### src/rtl/pipeline_ctrl.sv
// Hazard and sequencing controller for a classic five-stage pipeline.
// It handles load-use stalls, branch flushes and halt/drain/resume, and counts the stall cycles.
module pipeline_ctrl #(
    parameter int FLUSH_CYCLES = 1,
    parameter int DRAIN_CYCLES = 3,
    parameter int CNT_W        = 8
) (
    input  logic             clock,
    input  logic             reset_n,
    input  logic [4:0]       if_id_rs,
    input  logic [4:0]       if_id_rt,
    input  logic             if_id_uses_rt,
    input  logic             id_ex_mem_read,
    input  logic [4:0]       id_ex_rt,
    input  logic             branch_taken,
    input  logic             halt_inst,
    input  logic             resume,
    output logic             pc_write,
    output logic             if_id_write,
    output logic             if_id_flush,
    output logic             id_ex_bubble,
    output logic             halted,
    output logic [CNT_W-1:0] stall_cnt
);

    typedef enum logic [1:0] {
        RUN    = 2'd0,
        FLUSH  = 2'd1,
        DRAIN  = 2'd2,
        HALTED = 2'd3
    } state_t;

    // The counter holds the remaining cycles of a multi-cycle sequence, excluding the RUN
    // cycle that started it.
    localparam logic [2:0]       FLUSH_INIT = 3'(FLUSH_CYCLES - 1);
    localparam logic [2:0]       DRAIN_INIT = 3'(DRAIN_CYCLES - 1);
    localparam logic [CNT_W-1:0] CNT_ONE    = CNT_W'(1);
    localparam logic [CNT_W-1:0] CNT_MAX    = {CNT_W{1'b1}};

    state_t           state_q, state_d;
    logic [2:0]       seq_cnt_q, seq_cnt_d;
    logic [CNT_W-1:0] stall_cnt_q, stall_cnt_d;
    logic             load_use;

    // A load to r0 never creates a hazard, because r0 is hard-wired to zero.
    assign load_use = id_ex_mem_read && (id_ex_rt != 5'd0) &&
                      ((id_ex_rt == if_id_rs) || (if_id_uses_rt && (id_ex_rt == if_id_rt)));

    always_ff @(posedge clock or negedge reset_n) begin
        if (!reset_n) begin
            state_q     <= RUN;
            seq_cnt_q   <= 3'd0;
            stall_cnt_q <= '0;
        end else begin
            state_q     <= state_d;
            seq_cnt_q   <= seq_cnt_d;
            stall_cnt_q <= stall_cnt_d;
        end
    end

    always_comb begin
        state_d      = state_q;
        seq_cnt_d    = seq_cnt_q;
        stall_cnt_d  = stall_cnt_q;
        pc_write     = 1'b1;
        if_id_write  = 1'b1;
        if_id_flush  = 1'b0;
        id_ex_bubble = 1'b0;
        halted       = 1'b0;

        unique case (state_q)
            RUN: begin
                if (load_use) begin
                    pc_write     = 1'b0;
                    if_id_write  = 1'b0;
                    id_ex_bubble = 1'b1;
                    if (stall_cnt_q != CNT_MAX) begin
                        stall_cnt_d = stall_cnt_q + CNT_ONE;
                    end
                end else if (branch_taken) begin
                    if_id_flush = 1'b1;
                    if (FLUSH_CYCLES > 1) begin
                        state_d   = FLUSH;
                        seq_cnt_d = FLUSH_INIT;
                    end
                end else if (halt_inst) begin
                    pc_write     = 1'b0;
                    if_id_write  = 1'b0;
                    id_ex_bubble = 1'b1;
                    if (DRAIN_CYCLES > 1) begin
                        state_d   = DRAIN;
                        seq_cnt_d = DRAIN_INIT;
                    end else begin
                        state_d = HALTED;
                    end
                end
            end

            FLUSH: begin
                if_id_flush = 1'b1;
                seq_cnt_d   = seq_cnt_q - 3'd1;
                if (seq_cnt_q == 3'd1) begin
                    state_d = RUN;
                end
            end

            DRAIN: begin
                pc_write     = 1'b0;
                if_id_write  = 1'b0;
                id_ex_bubble = 1'b1;
                seq_cnt_d    = seq_cnt_q - 3'd1;
                if (seq_cnt_q == 3'd1) begin
                    state_d = HALTED;
                end
            end

            HALTED: begin
                pc_write     = 1'b0;
                if_id_write  = 1'b0;
                id_ex_bubble = 1'b1;
                halted       = 1'b1;
                if (resume) begin
                    state_d   = RUN;
                    seq_cnt_d = 3'd0;
                end
            end

            default: begin
                state_d   = RUN;
                seq_cnt_d = 3'd0;
            end
        endcase
    end

    assign stall_cnt = stall_cnt_q;

endmodule
### config.mk
export PLATFORM = sky130hd
export DESIGN_NAME = pipeline_ctrl
export DESIGN_NICKNAME = d
export VERILOG_FILES = /design/src/rtl/pipeline_ctrl.sv
export SDC_FILE = /design/constraint.sdc
export NUM_CORES = 1
export LEC_CHECK = 0
export BUFFER_PORTS_ARGS = -buffer_cell sky130_fd_sc_hd__buf_2
export CORE_UTILIZATION = 49
export CTS_BUF_LIST = sky130_fd_sc_hd__clkbuf_4 sky130_fd_sc_hd__clkbuf_8 sky130_fd_sc_hd__clkbuf_16
export DETAILED_ROUTE_END_ITERATION = 8
export PLACE_DENSITY = 0.75
export SYNTH_ARGS = -nofsm -noshare
export SYNTH_HDL_FRONTEND = slang
export SYNTH_SLANG_ARGS = --single-unit
### constraint.sdc
create_clock -name clock -period 2.15 [get_ports clock]
set_clock_uncertainty 0.2 [all_clocks]
set_input_delay 0 -clock clock [delete_from_list [all_inputs] [get_ports clock]]
set_output_delay 0 -clock clock [all_outputs]
set_load 0.02 [all_outputs]
==> impl_metrics.yaml <==
cells_and_area:
  seqCellArea_um2: 325
  area_delta_synth_final_pct: 26.0
  final_area_mm2: 0.00129
  nNetsFinal: 177
  n_fill_cell: 175
  antenna_cells: 0
  multi_input_area_um2: 657
  drive_above_1_share: 0.366
detailed_routing:
  first_iter_violations: 12
  firstDrtPassIters: 4
  drtAntennaViolNets: 0
  vias_per_cell: 5.32
  wl_per_cell_um: 13.2
  wl_um: 2260
  num_vias: 915
  drc_errors: 0
sta:
  hold_viol: 0
  finalWorstPathRequiredPeriod_ns: 2.02
  fin_ws_ns: 0.131
  setup_viol: 0
  rsz0062_at_grt: "false"
  tns_ns: 0
  max-slew-margin-rel: 0.603
  tightest_slew_ns: 0.594
  slew_violations: 0
  max_clock_freq_mhz: 495
  fin_crit_sh: 0.939
  hold_slack_ns: 0.0117
synth:
  synthesis.nets: 136
  ys_seq_area_frac: 0.319
  yosys_register_bits: 13
  synth_top_area_share: 0.319
  yosysWarnings: 0
  synth_cell_types: 35
  yosysTopAreaCell: "dfrtp_1"
  ys_top_cells_by_area: "dfrtp_1, ha_1, xor2_1, xnor2_1, nand2_1"
  syn-cell-area_mm2: 0.00102
  synthCells: 105
  syn_avg_cell_area_um2: 9.72
die:
  ios: 35
  die_w_um: 47.6
  die_h_um: 47.6
  die-area_mm2: 0.00227
  core_mm2: 0.00196
  start_util: 0.520
  rows: 16
worst_hold_path:
  hold_start: "if_id_uses_rt"
  hold_path_class: "input port to flop"
job:
  maxCapViolations: 0
placement:
  post-dp-hpwl_um: 1820
  placedInstanceArea_mm2: 0.00122
  portBuffers: 34
  gp_congestion: 0.839
  post-place-ws_ns: 0.158
cts:
  root_buffer: "clkbuf_4"
  clock_path_buffers: 2
  cts-htree-levels: 1
  post_cts_buffers: 0
  clkTransAtPathRegs_ns: 0.09
  numCtsBuffers: 3
  insertion_delay_ns: 0.27
  clock-sinks: 13
  cts_tree: "done"
grt:
  grt_pass1_wl_um: 3530
  antenna_found_initial: 0
  grt_max_degree: 14
  grt_pass1_vias: 853
  overflow: 0
  grt_usage: 0.224
power_and_ir_drop:
  power_density_mw_per_mm2: 1060
  irDropWorstVdd_uv: 556
  p_leak_uw: 0.000633
critical_path:
  arrival_ns: 1.82
  cp-start-kind: "flop"
  endpoint_kind: "primary output"
  critPathMaxFanout: 8
  crit_type: "flop to primary output"
  required_ns: 1.95
  cp-startpoint: "state_q[0]"
  r2r_start: "state_q[1]"
status:
  status: "finished, final reports clean"
==> cells in the final DEF (no fill, tap or decap), types with 2 or more instances in the layout <==
cell,synthesis,layout
nand2_1,10,10
buf_2,0,33
buf_4,1,2
inv_1,8,8
dfrtp_1,13,13
dlygate4sd3_1,0,3
a31oi_1,4,4
nor3_1,3,3
nand4_1,5,5
mux2_4,2,2
a311oi_1,2,2
nand2b_1,3,3
a31o_2,2,2
mux2_2,2,2
ha_1,9,8
nand3_1,3,3
xor2_1,8,8
nor2_1,6,6
clkbuf_4,0,4
xnor2_1,6,6
==> path summary, 6_finish.rpt <==
path	depth (start not counted)	slack, ns	end
worst max-delay path	6	0.13	if_id_write
worst min-delay path	5	0.01	stall_cnt[7]
worst max register to register	7	0.19	state_q[0]
worst min register to register	1	0.33	stall_cnt[0]
max in group asynchronous	3	0.78	stall_cnt[4]
min in group asynchronous	3	0.58	state_q[0]
==> stage by stage <==
stage / utilization / total power (uW) / instances
6_report: 0.656 / 1370 / 172
5_1_grt: 0.656 / 1480 / 172
4_1_cts: 0.653 / 1360 / 172
3_5_place_dp: 0.622 / 1190 / 165
3_3_place_gp: 0.622 / 1150 / 165
2_1_floorplan: - / 982 / 105
==> timing repair <==
item                                    CTS  global route
hold endpoints to repair                 15             0
endpoints found under the setup margin    0             4
gates resized for setup                   0             2
hold buffers                              3             0
==> layout make-up <==
class | instances | share of cell area
clock buffer | 4 | 0.0233
inverter | 8 | 0.0233
multi-input combinational | 82 | 0.511
sequential | 13 | 0.253
tap | 27 | 0.0263
timing repair buffer | 38 | 0.163
==> state kept, by name, indices dropped and copies added (netlist names) <==
register / count
state_q: 2
stall_cnt: 8
seq_cnt_q: 3
==> cells in the mapped netlist, drive strengths merged <==
master,number
a2111oi,2
a311oi,2
a31o,3
a31oi,4
and3,2
buf,1
clkbuf,1
dfrtp,13
ha,9
inv,8
mux2,5
mux2i,1
nand2,10
nand2b,3
nand3,3
nand4,5
nor2,7
nor3,3
nor4,1
o21a,1
o21ai,3
o2bb2ai,1
o32a,1
o32ai,1
or4,1
xnor2,6
xor2,8
==> layer usage <==
metal  track usage  part of all wire  vias to the layer above
met5             0                 0                        -
met3        0.0453             0.042                        2
met2         0.381              0.51                       25
li1              -                 -                      457
met1         0.282              0.44                      431
met4        0.0833            0.0057                        0
==> kinds of logic (layout without fill, tap and decap cells) <==
kind of cell             Yosys count  count (layout)  share of synthesized area
adder cells (fa/ha/maj)            9               9                      0.110
flip-flops                        13              13                      0.319
XOR/XNOR                          14              14                      0.120
AO/OA/AOI/OAI                     18              18                      0.161
buffers and inverters             10              50                     0.0404
AND/OR/NAND/NOR                   35              35                      0.178
multiplexers                       6               6                     0.0723
==> worst max-delay path: stages, from the launching register on <==
cell,delay [ns]
dfrtp_1,0.43
inv_1,0.11
ha_2,0.24
buf_4,0.17
nor3_1,0.26
a31o_2,0.17
buf_2,0.16
==> power by group <==
| part | internal, uW | total (uW) | switching [uW] |
|---|---|---|---|
| Sequential | 304 | 358 | 54.1 |
| Clock | 84.3 | 167 | 82.8 |
| Combinational | 382 | 844 | 462 |
| Total | 770 | 1370 | 599 |
Note: power is estimated with default switching activity, not from simulation.
